$ cat src/rtl/lsu_pkg.sv
// rtl/lsu_pkg.sv - opcodes, FSM states and alignment helpers for the load/store unit
package lsu_pkg;

  localparam logic [5:0] OP_LB  = 6'b100000;
  localparam logic [5:0] OP_LH  = 6'b100001;
  localparam logic [5:0] OP_LW  = 6'b100011;
  localparam logic [5:0] OP_LBU = 6'b100100;
  localparam logic [5:0] OP_LHU = 6'b100101;
  localparam logic [5:0] OP_SB  = 6'b101000;
  localparam logic [5:0] OP_SH  = 6'b101001;
  localparam logic [5:0] OP_SW  = 6'b101011;

  typedef enum logic [2:0] {
    ST_IDLE    = 3'd0,
    ST_READ    = 3'd1,
    ST_CAPTURE = 3'd2,
    ST_WRITE   = 3'd3,
    ST_RESP    = 3'd4
  } lsu_state_e;

  function automatic logic is_supported(input logic [5:0] op);
    case (op)
      OP_LB, OP_LH, OP_LW, OP_LBU, OP_LHU, OP_SB, OP_SH, OP_SW: return 1'b1;
      default: return 1'b0;
    endcase
  endfunction

  function automatic logic is_misaligned(input logic [5:0] op, input logic [1:0] a);
    case (op)
      OP_LH, OP_LHU, OP_SH: return a[0];
      OP_LW, OP_SW:         return a != 2'b00;
      default:              return 1'b0;
    endcase
  endfunction

  function automatic logic is_subword_store(input logic [5:0] op);
    return (op == OP_SB) || (op == OP_SH);
  endfunction

endpackage

$ cat src/rtl/lsu_lane.sv
// rtl/lsu_lane.sv - big-endian byte/halfword lane extract, extend and merge
module lsu_lane
  import lsu_pkg::*;
(
  input  logic [31:0] word_i,
  input  logic [1:0]  addr_lo_i,
  input  logic [5:0]  opcode_i,
  input  logic [15:0] store_data_i,
  output logic [31:0] load_value_o,
  output logic [31:0] merged_word_o
);

  logic [7:0]  lane_byte;
  logic [15:0] lane_half;

  always_comb begin
    lane_byte = word_i[31:24];
    case (addr_lo_i)
      2'd0: lane_byte = word_i[31:24];
      2'd1: lane_byte = word_i[23:16];
      2'd2: lane_byte = word_i[15:8];
      2'd3: lane_byte = word_i[7:0];
      default: lane_byte = word_i[31:24];
    endcase
    lane_half = addr_lo_i[1] ? word_i[15:0] : word_i[31:16];
  end

  always_comb begin
    load_value_o = word_i;
    case (opcode_i)
      OP_LB:   load_value_o = {{24{lane_byte[7]}}, lane_byte};
      OP_LBU:  load_value_o = {24'd0, lane_byte};
      OP_LH:   load_value_o = {{16{lane_half[15]}}, lane_half};
      OP_LHU:  load_value_o = {16'd0, lane_half};
      default: load_value_o = word_i;
    endcase
  end

  // Only the addressed lane is replaced; the rest comes from the word just read.
  always_comb begin
    merged_word_o = word_i;
    if (opcode_i == OP_SB) begin
      case (addr_lo_i)
        2'd0: merged_word_o = {store_data_i[7:0], word_i[23:0]};
        2'd1: merged_word_o = {word_i[31:24], store_data_i[7:0], word_i[15:0]};
        2'd2: merged_word_o = {word_i[31:16], store_data_i[7:0], word_i[7:0]};
        2'd3: merged_word_o = {word_i[31:8], store_data_i[7:0]};
        default: merged_word_o = word_i;
      endcase
    end else if (opcode_i == OP_SH) begin
      merged_word_o = addr_lo_i[1] ? {word_i[31:16], store_data_i}
                                   : {store_data_i, word_i[15:0]};
    end
  end

endmodule

$ cat src/rtl/load_store_unit.sv
// rtl/load_store_unit.sv - MEM-stage load/store FSM with read-modify-write sub-word stores
module load_store_unit
  import lsu_pkg::*;
#(
  parameter int ADDR_W = 32
) (
  input  logic              clk,
  input  logic              rst,
  input  logic              req,
  input  logic [5:0]        opcode,
  input  logic [ADDR_W-1:0] addr,
  input  logic [31:0]       store_data,
  output logic              ready,
  output logic              done,
  output logic              fault,
  output logic [31:0]       load_data,
  output logic [ADDR_W-1:0] mem_address,
  output logic [31:0]       mem_writeData,
  output logic              mem_MemRead,
  output logic              mem_MemWrite,
  input  logic [31:0]       mem_readData
);

  lsu_state_e        state_q, state_d;
  logic [5:0]        op_q, op_d;
  logic [1:0]        addr_lo_q, addr_lo_d;
  logic [15:0]       sdata_q, sdata_d;
  logic [ADDR_W-1:0] maddr_q, maddr_d;
  logic [31:0]       wdata_q, wdata_d;
  logic [31:0]       load_q, load_d;
  logic              fault_q, fault_d;

  logic [31:0] lane_load;
  logic [31:0] lane_merged;

  lsu_lane u_lane (
    .word_i        (mem_readData),
    .addr_lo_i     (addr_lo_q),
    .opcode_i      (op_q),
    .store_data_i  (sdata_q),
    .load_value_o  (lane_load),
    .merged_word_o (lane_merged)
  );

  always_comb begin
    state_d   = state_q;
    op_d      = op_q;
    addr_lo_d = addr_lo_q;
    sdata_d   = sdata_q;
    maddr_d   = maddr_q;
    wdata_d   = wdata_q;
    load_d    = load_q;
    fault_d   = fault_q;
    case (state_q)
      ST_IDLE: begin
        if (req) begin
          op_d      = opcode;
          addr_lo_d = addr[1:0];
          sdata_d   = store_data[15:0];
          maddr_d   = {addr[ADDR_W-1:2], 2'b00};
          fault_d   = 1'b0;
          if (!is_supported(opcode) || is_misaligned(opcode, addr[1:0])) begin
            fault_d = 1'b1;
            load_d  = 32'd0;
            state_d = ST_RESP;
          end else if (opcode == OP_SW) begin
            wdata_d = store_data;
            state_d = ST_WRITE;
          end else begin
            state_d = ST_READ;
          end
        end
      end
      ST_READ:    state_d = ST_CAPTURE;
      ST_CAPTURE: begin
        if (is_subword_store(op_q)) begin
          wdata_d = lane_merged;
          state_d = ST_WRITE;
        end else begin
          load_d  = lane_load;
          state_d = ST_RESP;
        end
      end
      ST_WRITE:   state_d = ST_RESP;
      ST_RESP:    state_d = ST_IDLE;
      default:    state_d = ST_IDLE;
    endcase
  end

  always_ff @(posedge clk) begin
    if (rst) begin
      state_q   <= ST_IDLE;
      op_q      <= 6'd0;
      addr_lo_q <= 2'd0;
      sdata_q   <= 16'd0;
      maddr_q   <= '0;
      wdata_q   <= 32'd0;
      load_q    <= 32'd0;
      fault_q   <= 1'b0;
    end else begin
      state_q   <= state_d;
      op_q      <= op_d;
      addr_lo_q <= addr_lo_d;
      sdata_q   <= sdata_d;
      maddr_q   <= maddr_d;
      wdata_q   <= wdata_d;
      load_q    <= load_d;
      fault_q   <= fault_d;
    end
  end

  // Strobes and handshakes come straight from state so rst kills them in the same cycle.
  assign ready         = (state_q == ST_IDLE)  && !rst;
  assign done          = (state_q == ST_RESP)  && !rst;
  assign mem_MemRead   = (state_q == ST_READ)  && !rst;
  assign mem_MemWrite  = (state_q == ST_WRITE) && !rst;
  assign fault         = fault_q;
  assign load_data     = load_q;
  assign mem_address   = maddr_q;
  assign mem_writeData = wdata_q;

endmodule

$ cat config.mk
export PLATFORM = sky130hd
export DESIGN_NAME = load_store_unit
export DESIGN_NICKNAME = d
export VERILOG_FILES = /design/src/rtl/lsu_pkg.sv /design/src/rtl/lsu_lane.sv /design/src/rtl/load_store_unit.sv
export SDC_FILE = /design/constraint.sdc
export NUM_CORES = 1
export LEC_CHECK = 0
export CORE_ASPECT_RATIO = 1.25
export CORE_MARGIN = 1.5
export CORE_UTILIZATION = 46
export DETAILED_ROUTE_END_ITERATION = 8
export PLACE_DENSITY = 0.81
export SLEW_MARGIN = 20
export SYNTH_ARGS = -nofsm -noshare
export SYNTH_HDL_FRONTEND = slang
export SYNTH_SLANG_ARGS = --single-unit
$ cat constraint.sdc
create_clock -name clk -period 2.4 [get_ports clk]
set_input_delay 0.36 -clock clk [delete_from_list [all_inputs] [get_ports clk]]
set_output_delay 0.36 -clock clk [all_outputs]
set_load 0.05 [all_outputs]
**Yosys cells after proc, flatten, opt, wreduce, memory -nomap -nowiden**

Index checks and enable logic that the tools add are counted.

- Equal/unequal tests: 27
- Multiplexer cells: 28
- Reduce and logical (&&, ||, !) cells: 18

Operator list:

| cell | number |
|---|---|
| $mux W32 | 10 |
| $pmux W32 S4 | 2 |
| $pmux W32 S2 | 2 |
| $eq A6 B6 Y1 const B | 14 |
| $pmux W8 S4 | 1 |
| $mux W16 | 1 |
| $ne A2 B2 Y1 const B | 6 |
| $pmux W3 S4 | 1 |
| $mux W3 | 3 |
| $reduce_or A8 Y1 | 1 |
| $eq A3 B2 Y1 const B | 2 |
| $mux W1 | 6 |
| $reduce_and A5 Y1 | 1 |
| $eq A2 B2 Y1 const B | 2 |
| $logic_and A1 B1 Y1 | 4 |
| $reduce_and A4 Y1 | 1 |
| $reduce_bool A2 Y1 | 2 |
| $eq A3 B1 Y1 const B | 1 |
| $eq A3 B3 Y1 const B | 1 |
| $logic_not A3 Y1 | 1 |
| $reduce_or A3 Y1 | 1 |
| $eq A2 B1 Y1 const B | 1 |
| $logic_not A1 Y1 | 2 |
| $logic_not A2 Y1 | 1 |
| other kinds (5) | 6 |

- Register bits after elaboration: 122
- Input bits: 105
- Word-level logic and storage cells: 81

**Logic depth before layout (Yosys ltp)**

Gate-level depths: netlist (run 1).

- Depth after elaboration: 10
- Depth in mapped cells: 8
- Mapped depth without buffers: 5

**Cells and area by module**

Synthesis (run 1) repeated with hierarchy kept, for this count alone.

- Cells, all modules: 702
- Area, all modules: 6501.2 um^2

By module, submodules not included:

| module | times used | cells each | area each (um^2) | seq. area each (um^2) |
|---|---|---|---|---|
| load_store_unit | 1 | 534 | 5047.3 | 2442.3 |
| lsu_lane | 1 | 168 | 1453.9 | 0.0 |

**Worst setup path before layout (run 1)**

OpenSTA, ideal clock, no wires.

- Kind: in2out
- Start point: input port rst
- End point: output port done
- Data arrival time: 2437 ps
- Required time: 2040 ps
- Slack: -397 ps
- Stages on the path: 3
- Path buffers: 2
- Cell sequence: clkbuf_1 -> clkbuf_1 -> nor4b_1

- Cells in the longest elaborated chain, start to end: 2

RTL lines:

| element | line | source |
|---|---|---|
| from (decl) | load_store_unit.sv:8 | `input logic rst,` |
| $logic_not A1 Y1 | load_store_unit.sv:114 | `assign done = (state_q == ST_RESP) && !rst;` |
| $logic_and A1 B1 Y1 | load_store_unit.sv:114 |  |
| to (decl) | load_store_unit.sv:14 | `output logic done,` |

No other way between the ends.

**Worst setup path after layout (run 1)**

- Start point: input port req
- End point: register wdata_q[22], in the netlist mem_writeData[22]

- Cells in the longest elaborated chain, start to end: 2

RTL lines:

| element | line | source |
|---|---|---|
| from (decl) | load_store_unit.sv:9 | `input logic req,` |
| $ne A2 B2 Y1 (no source line) | -- |  |
| $reduce_and A5 Y1 (no source line) | -- |  |
| to (signal assigned) | load_store_unit.sv:106 | `wdata_q <= wdata_d;` |
| to (decl) | load_store_unit.sv:29 | `logic [31:0] wdata_q, wdata_d;` |

No other way between the ends.
A chain may end at the register's enable or synchronous reset.

==> metrics, run 1 <==
total global routing overflow 0; initial antenna violation count 0; share of cells above drive strength 1 12.3%; Post-CTS Hold Fix Bufs 0; crit start category primary input; Initial DRC Count 506; status completed; router iterations before antenna repair 5; Final Cell Area 8860 um2; Yosys top cell area share 41.5%; Crit Path Category in2reg; Hold Fails Final Rpt 0; worst slew pin tran 0.761 ns; Hold WC Path Type in2reg; DP Area 8240 um2; Worst EP required 2.75 ns; crit-path max cell delay 0.61 ns; vias per inst 5.87; Max-slew headroom 49.0%; largest family of logic cells by synthesized area compound AO/OA/AOI/OAI gates; max frequency 423 MHz; Netlist Area Pre-Place 5890 um2; ys flop type dfxtp_1; HPWL after DPL 14600 um; routability congestion estimate 0.892; worst hold margin 0.316 ns; Post-CTS Setup Bufs 0; GRT Util Overall 30.0%; largest net degree at the start of global routing 56; CTS tree done; Worst IR Drop VDD 0.510 mV; post-synthesis xor/xnor area fraction 0%; Power per Cell Area 606 nW/um2; initial core utilization 46.7%; most common library cells after synthesis nand2_1 (134), dfxtp_1 (122), a21oi_1 (95), nor2_1 (62), clkbuf_1 (46); register area share after synthesis 41.5%; critical path endpoint category register; Yosys cell types 56; # Max-Cap Violations 0; Worst path slowest cell or4b_2; clock-pin slew on the worst setup and hold paths 0.06 ns; Clock Tree Buf Depth 2; CTS Sinks 122; residual DRC count 0; Core Util, Final 70.3%; worst path cell trace clkdlybuf4s50_1, or4b_2, or4_4, a21boi_2, a211o_1, a21oi_1; htree depth 4; Synth area leaders dfxtp_1 (41%), nand2_1 (8.5%), a21oi_1 (8.1%), nor2_1 (4.0%), mux2i_1 (3.2%); post-synthesis area per instance 8.16 um2; Final period util 98.5%; clk_skew 0.00531 ns; fin. max-slew vios 0; RSZ-0062 raised after global routing true; cell taking the most area after synthesis dfxtp_1; synthesis-to-finish area growth 50.5%; CP arrival 2.71 ns; synthesis-stage register bit count 122; post-synthesis compound-gate area fraction 29.9%; Layout Nets 1029; die area 13500 um2; top-count cell post-synth nand2_1; vias in the first global route 6404; Synth Area in Adders 0%; Num CTS Buffers 17; Post-Synthesis Cells 722; row count 46; core box area 12600 um2; DR WL/cell 18.8 um; Max FO, Critical Path 11; Ys Warns 0; post-layout min period 2.36 ns; antenna diode count 0; Synth Area in Simple Gates 19.1%; height of the die 130 um; ys async rst share 0%; post-route ant nets 0; Post-synth EDFFs 0; clk_lat worst skew 0.42 ns; Root Buffer clkbuf_16; Pleak 3.27 nW; # IOs 206; WL final 20700 um; Final setup viols 0; IO buf count 203; via count 6468; first-pass GRT wire length 31800 um; Die Wd 104 um; post-synthesis mux area share 4.76%
-- path summary, 6_finish.rpt --
path	cells after the start	slack, ns	from	endpoint
worst max-delay path	6	0.04	req	mem_writeData[22]$_SDFFE_PP0P_
worst min-delay path	2	0.32	rst	mem_address[19]$_SDFFE_PP0P_
worst max register to register	5	0.06	state_q[0]$_SDFFE_PP0P_	mem_writeData[22]$_SDFFE_PP0P_
worst min register to register	2	0.45	mem_address[2]$_SDFFE_PP0P_	mem_address[2]$_SDFFE_PP0P_
-- final cells by class --
class	instances	area, um2
repair buffers	243	2370
inverters	4	15.0
flip-flops and latches	122	2440
multi-input cells	536	3300
clock inverters	8	47.5
clock buffers	21	480
fillers	976	3740
well taps	168	210
-- state kept, by name, indices dropped and copies added, names as in the netlist --
signal	count
op_q	6
load_data	32
fault	1
addr_lo_q	2
state_q	3
mem_writeData	32
mem_address	30
sdata_q	16
-- metrics by stage --
| stage | power [mW] | setup TNS, ns | setup WS [ns] | cells |
|---|---|---|---|---|
| final | 5.37 | 0 | 0.0360 | 1102 |
| after global routing | 5.53 | -0.0882 | -0.0360 | 1102 |
| after CTS | 5.35 | 0 | 0.0207 | 1101 |
| after detailed placement | 3.09 | -19.17 | -0.447 | 1071 |
| after global placement | 3.06 | -16.20 | -0.380 | 1071 |
| after floorplan | 2.66 | 0 | 0.227 | 723 |
-- critical path, delay by kind of cell --
kind	cells	cell delay, ns
and+or+nand+nor	2	1.16
AOI/OAI and AO/OA	3	0.71
buffers and inverters	1	0.48
-- power by group --
group	leakage, nW	switching, mW	internal (mW)
Combinational	2.02	0.530	0.395
Sequential	0.992	0.0512	2.09
Clock	0.258	0.909	1.40
-- what timing repair did --
action,4_1_cts,5_1_grt
gates resized for setup,0,11
cloned,1,1
endpoints found under the setup margin,7,20
pin swaps,0,0
-- cell usage in the layout (no fill, tap or decap), types with 13 or more instances in the layout --
master	instances
a211o_1	13
a211oi_1	17
a21oi_1	95
buf_4	41
clkbuf_16	17
clkdlybuf4s50_1	198
dfxtp_1	122
mux2i_1	19
nand2_1	134
nor2_1	61
o21ai_0	22
o2bb2ai_1	18
-- cell families after synthesis --
group	after synthesis
compound gates	252
mux	27
buf+inv	67
flops	122
other cells	1
simple gates	253
-- routing by layer --
metal	wire (um)	global-route usage (%)
met4	997	16.8
met2	10600	53.4
met1	7380	32.4
met5	0	0
met3	1710	8.20
No activity file was read; power rests on OpenSTA's default activity.
==> run 2, diff against run 1 <==
Settings changed: CORE_UTILIZATION 46 to 60, DONT_BUFFER_PORTS from default to 1, GPL_TIMING_DRIVEN from default to 1, PLACE_DENSITY 0.81 to 0.76.
==> run 2 against run 1 <==
Net effect:
- register-to-register slack worse by 0.02 ns
- worst hold slack worse by 0.31 ns
- global-route usage up 2.9 points
- non-clock buffer count down 215
- critical path type is now reg2reg
- die area down 23%
- core utilization rose by 0.073 points
- highest routed layer unchanged
- sequential share of layout area grew 8.7 points
- fmax up 0.19%
- worst setup slack better by 0.0046 ns
- sequential power increased by 6%
==> metrics, run 2 (synthesis results as in run 1) <==
Crit Path Category reg2reg (was in2reg); Gate power share 8.5% (was 17.2%); Final Cell Area 6730 um2 (was 8860 um2); critical path endpoint category register (unchanged); # IOs 206 (unchanged); router iterations before antenna repair 5 (unchanged); Final setup viols 0 (unchanged); Final period util 98.3% (was 98.5%); Worst IR Drop VDD 0.527 mV (was 0.510 mV); first-pass GRT wire length 26700 um (was 31800 um); RSZ-0062 raised after global routing false (was true); hold_sp rst (unchanged); max frequency 424 MHz (was 423 MHz); clk_lat worst skew 0.42 ns (about the same); Pleak 2.47 nW (was 3.27 nW); GRT Util Overall 32.9% (was 30.0%); reg-to-reg critical path endpoint mem_writeData[23]$_SDFFE_PP0P_ (was mem_writeData[22]$_SDFFE_PP0P_); Hold WC Path Type in2reg (unchanged); routability congestion estimate 0.877 (was 0.892); HPWL after DPL 12100 um (was 14600 um); DR WL/cell 20.8 um (was 18.8 um); residual DRC count 0 (unchanged); height of the die 114 um (was 130 um); Num CTS Buffers 17 (unchanged); total global routing overflow 0 (unchanged); vias in the first global route 5269 (was 6404); initial antenna violation count 0 (unchanged); core box area 9560 um2 (was 12600 um2); Reg2Reg Setup Slack 0.04 ns (was 0.06 ns); synthesis-to-finish area growth 14.3% (was 50.5%); Die Wd 91.6 um (was 104 um); fin. max-slew vios 0 (unchanged); crit start category register (was primary input); CTS tree done (unchanged); Layout Nets 814 (was 1029); htree depth 4 (unchanged); Tot Pwr 5.37 mW (about the same); worst slew pin tran 0.775 ns (was 0.761 ns); IO buf count 0 (was 203); most common cell after layout, fill and taps aside nand2_1 (was clkdlybuf4s50_1); share of cells above drive strength 1 12.6% (was 12.3%); WL final 17600 um (was 20700 um); worst hold margin 0.00573 ns (was 0.316 ns); via count 5591 (was 6468); R2R depth 5 (unchanged); most frequent cells in the layout nand2_1 (134), dfxtp_1 (122), a21oi_1 (95) (was clkdlybuf4s50_1 (198), nand2_1 (134), dfxtp_1 (122)); P_sw 1.41 mW (was 1.49 mW); hold endpoint mem_address[8]$_SDFFE_PP0P_ (was mem_address[19]$_SDFFE_PP0P_); largest net degree at the start of global routing 102 (was 56); Power per Cell Area 798 nW/um2 (was 606 nW/um2); P_int 3.96 mW (was 3.88 mW); die area 10400 um2 (was 13500 um2); status completed (unchanged); post-layout min period 2.36 ns (about the same); Sw Ratio 26.3% (was 27.7%); post-route ant nets 0 (unchanged); clock group share of total power 49.3% (was 42.9%); initial core utilization 61.6% (was 46.7%); clock-pin slew on the worst setup and hold paths 0.06 ns (about the same); Hold Fails Final Rpt 0 (unchanged); fillers 784 (was 976); Max FO, Critical Path 12 (was 11); multi-input combinational cell area 3270 um2 (was 3300 um2); CP arrival 2.71 ns (about the same); Worst EP required 2.75 ns (about the same); row count 40 (was 46); vias per inst 6.59 (was 5.87); Max-slew headroom 48.0% (was 49.0%); Sequential Power Share 42.3% (was 39.8%); Seq. cell area 2440 um2 (unchanged); hold path cells 1 (was 2); clk_skew 0.00649 ns (was 0.00531 ns); Post-CTS Setup Bufs 0 (unchanged); antenna diode count 0 (unchanged); DP Area 6030 um2 (was 8240 um2); Initial DRC Count 420 (was 506); Clock Tree Buf Depth 2 (unchanged); CTS Sinks 122 (unchanged); # Max-Cap Violations 0 (unchanged); Root Buffer clkbuf_16 (unchanged); launching point of the worst reg2reg path state_q[0]$_SDFFE_PP0P_ (unchanged)
## run 2: timing repair
| item | 4_1_cts | 5_1_grt |
|---|---|---|
| setup endpoints to repair | 6 | 4 |
| cloned | 1 | 1 |
| gates resized for setup | 0 | 3 |
| hold endpoints to repair | 0 | 9 |
| hold buffers | 0 | 2 |
## run 2: layout make-up
| type | count | share of cell area (%) |
|---|---|---|
| Clock inverter | 13 | 2.49 |
| Sequential cell | 122 | 36.3 |
| Tap cell | 126 | 2.34 |
| Inverter | 4 | 0.223 |
| Multi-Input combinational cell | 536 | 48.5 |
| Timing Repair Buffer | 28 | 3.38 |
| Clock buffer | 19 | 6.73 |
## run 2: power groups by stage
stage	Combinational, mW	Clock, mW	Sequential (mW)
6_report	0.454	2.65	2.27
2_1_floorplan	0.377	0	2.29
3_3_place_gp	0.420	0	2.31
3_5_place_dp	0.439	0	2.31
4_1_cts	0.439	2.67	2.27
5_1_grt	0.499	2.76	2.27
## run 2: per-stage QoR
| step | util [%] | setup TNS [ns] | std cells | setup WS [ns] |
|---|---|---|---|---|
| floorplan | - | 0 | 723 | 0.227 |
| global placement | 63.0 | 0 | 812 | 0.0821 |
| detailed placement | 63.0 | -0.00482 | 812 | -0.00482 |
| CTS | 69.6 | 0 | 845 | 0.0371 |
| global route | 70.4 | 0 | 848 | 0.0167 |
| finish | 70.4 | 0 | 848 | 0.0406 |
## run 2: worst max-delay path, cell delays in order (launching register included)
cell and delay (ns):
dfxtp_1 0.31, or4b_2 0.70, or4_4 0.55, a21boi_2 0.29, a211o_1 0.29, a21oi_1 0.15
## run 2: how the worst max path moves through the flow
stage / from / to / slack (ns) / depth (start not counted)
3_5_place_dp: state_q[0]$_SDFFE_PP0P_ / mem_writeData[1]$_SDFFE_PP0P_ / -0.005 / 5
4_1_cts: state_q[0]$_SDFFE_PP0P_ / mem_writeData[1]$_SDFFE_PP0P_ / 0.04 / 5
6_report: state_q[0]$_SDFFE_PP0P_ / mem_writeData[23]$_SDFFE_PP0P_ / 0.04 / 5
3_3_place_gp: state_q[0]$_SDFFE_PP0P_ / mem_writeData[1]$_SDFFE_PP0P_ / 0.08 / 5
2_1_floorplan: addr[1] / mem_writeData[10]$_SDFFE_PP0P_ / 0.23 / 7
5_1_grt: state_q[0]$_SDFFE_PP0P_ / mem_writeData[23]$_SDFFE_PP0P_ / 0.02 / 5
## run 2: per-layer routing
metal / track usage (%) / share of wire (%) / vias to the layer above
met5: 0 / 0 / -
met4: 16.1 / 4.1 / 0
met1: 37.6 / 37 / 2604
met2: 55.9 / 49 / 336
li1: - / - / 2592
met3: 9.93 / 9.8 / 59
==> run 3, diff against run 2 <==
Settings changed: CORE_UTILIZATION 60 to 63, PLACE_DENSITY 0.76 to 0.79.
==> run 3 against run 2 <==
Net effect:
- die area decreased by 4.6%
- sequential share of layout area about the same
- cell count is 0.47% lower
==> metrics, run 3 (synthesis results as in run 1) <==
status completed (unchanged); clk_skew 0.0109 ns (was 0.00649 ns); max frequency 425 MHz (was 424 MHz); launching point of the worst reg2reg path state_q[0]$_SDFFE_PP0P_ (unchanged); die area 9940 um2 (was 10400 um2); initial antenna violation count 0 (unchanged); htree depth 4 (unchanged); antenna diode count 0 (unchanged); router iterations before antenna repair 5 (unchanged); core box area 9130 um2 (was 9560 um2); R2R depth 5 (unchanged); post-route ant nets 0 (unchanged); Pleak 2.48 nW (was 2.47 nW); share of cells above drive strength 1 12.6% (about the same); clk_lat worst skew 0.41 ns (was 0.42 ns); Hold WC Path Type in2reg (unchanged); Num CTS Buffers 17 (unchanged); crit start category register (unchanged); Core Util, Final 73.7% (was 70.4%); largest net degree at the start of global routing 102 (unchanged); hold_sp rst (unchanged); HPWL after DPL 12000 um (was 12100 um); # IOs 206 (unchanged); most frequent cells in the layout nand2_1 (134), dfxtp_1 (122), a21oi_1 (95) (unchanged); RSZ-0062 raised after global routing true (was false); vias in the first global route 5396 (was 5269); Max FO, Critical Path 12 (unchanged); most common cell after layout, fill and taps aside nand2_1 (unchanged); Max-slew headroom 48.3% (was 48.0%); hold endpoint mem_address[21]$_SDFFE_PP0P_ (was mem_address[8]$_SDFFE_PP0P_); GRT Util Overall 34.9% (was 32.9%); residual DRC count 0 (unchanged); total global routing overflow 0 (unchanged); worst slew pin tran 0.770 ns (was 0.775 ns); post-layout min period 2.35 ns (was 2.36 ns); reg-to-reg critical path endpoint mem_writeData[23]$_SDFFE_PP0P_ (unchanged); Worst EP required 2.74 ns (was 2.75 ns); crit-path max cell delay 0.69 ns (was 0.70 ns); height of the die 111 um (was 114 um); Clock Tree Buf Depth 2 (unchanged); row count 39 (was 40); first-pass GRT wire length 26600 um (was 26700 um); initial core utilization 64.5% (was 61.6%); WL final 17500 um (was 17600 um); Root Buffer clkbuf_16 (unchanged); worst path cell trace or4b_2, or4_4, a21boi_2, a211o_1, a21oi_1 (unchanged); Total Neg Setup Slack 0 ns (unchanged); fin. max-slew vios 0 (unchanged); critical path endpoint category register (unchanged); Worst IR Drop VDD 0.621 mV (was 0.527 mV); Crit Path Category reg2reg (unchanged); Die Wd 89.5 um (was 91.6 um); Post-CTS Setup Bufs 0 (unchanged); synthesis-to-finish area growth 14.1% (was 14.3%); Layout Nets 813 (was 814); IO buf count 0 (unchanged); fillers 738 (was 784); Final period util 98.1% (was 98.3%); clock-pin slew on the worst setup and hold paths 0.06 ns (about the same); CTS Sinks 122 (unchanged); Worst path top cell family by delay simple AND/OR/NAND/NOR gates (unchanged); hold path cells 1 (unchanged); routability congestion estimate 0.926 (was 0.877); DR WL/cell 20.7 um (was 20.8 um); vias per inst 6.70 (was 6.59); CP arrival 2.69 ns (was 2.71 ns); via count 5652 (was 5591); CP bufs+invs 0 (unchanged); Reg2Reg Setup Slack 0.05 ns (was 0.04 ns); Hold Fails Final Rpt 0 (unchanged); Worst path slowest cell or4b_2 (unchanged); CTS tree done (unchanged); Power per Cell Area 812 nW/um2 (was 798 nW/um2); Final setup viols 0 (unchanged); Initial DRC Count 546 (was 420); # Max-Cap Violations 0 (unchanged)
## run 3: cell count changes in the layout (fill, tap and decap cells not counted), sizes merged
cell / before / now
bufinv: 3 / 4
clkinv: 5 / 4
clkinvlp: 5 / 4
inv: 4 / 2
clkbuf: 19 / 22
dlygate4sd3: 2 / 1
## run 3: per-stage QoR
stage	hold slack [ns]	std cells	worst slack (ns)	power, mW	area [um2]
6_report	0.0198	844	0.0460	5.46	6720
3_5_place_dp	0.437	809	0.0122	2.74	6010
2_1_floorplan	0.436	723	0.227	2.66	5910
4_1_cts	0.00442	842	0.0459	5.47	6670
3_3_place_gp	0.435	809	0.0751	2.72	6010
5_1_grt	0.000681	844	-0.00431	5.61	6720
## run 3: area by class of cell
class	instances	area, um2	share of cell area [%]
multi-input combinational	536	3260	48.5
sequential	122	2440	36.3
clock buffer	22	484	7.20
timing repair buffer	27	205	3.05
clock inverter	10	164	2.44
tap	123	154	2.29
inverter	4	15.0	0.223
## run 3: power by group
group          internal [mW]  switching, mW  leakage, nW
Combinational          0.172          0.276         1.19
Clock                   1.85          0.893        0.305
Sequential              2.09          0.182        0.992
## run 3: worst max-delay path by stage
| stage | end | cells after the start | start | slack (ns) |
|---|---|---|---|---|
| 6_report | mem_writeData[23]$_SDFFE_PP0P_ | 5 | state_q[0]$_SDFFE_PP0P_ | 0.05 |
| 4_1_cts | mem_writeData[6]$_SDFFE_PP0P_ | 5 | state_q[0]$_SDFFE_PP0P_ | 0.05 |
| 2_1_floorplan | mem_writeData[10]$_SDFFE_PP0P_ | 7 | addr[1] | 0.23 |
| 5_1_grt | mem_writeData[23]$_SDFFE_PP0P_ | 5 | state_q[0]$_SDFFE_PP0P_ | -0.004 |
| 3_3_place_gp | mem_writeData[1]$_SDFFE_PP0P_ | 5 | state_q[0]$_SDFFE_PP0P_ | 0.08 |
| 3_5_place_dp | mem_writeData[6]$_SDFFE_PP0P_ | 5 | state_q[0]$_SDFFE_PP0P_ | 0.01 |
## run 3: repair_timing
action | 4_1_cts | 5_1_grt
endpoints found under the setup margin | 3 | 14
gates resized for setup | 0 | 3
gates cloned | 1 | 1
endpoints found under the hold margin | 0 | 2
hold buffers | 0 | 1
## run 3: routing by layer
layer | wire length, um | track usage (%) | part of all wire [%]
met1 | 6220 | 39.2 | 36
met3 | 1910 | 11.9 | 11
met5 | 0 | 0 | 0
met4 | 933 | 20.4 | 5.3
met2 | 8440 | 56.1 | 48
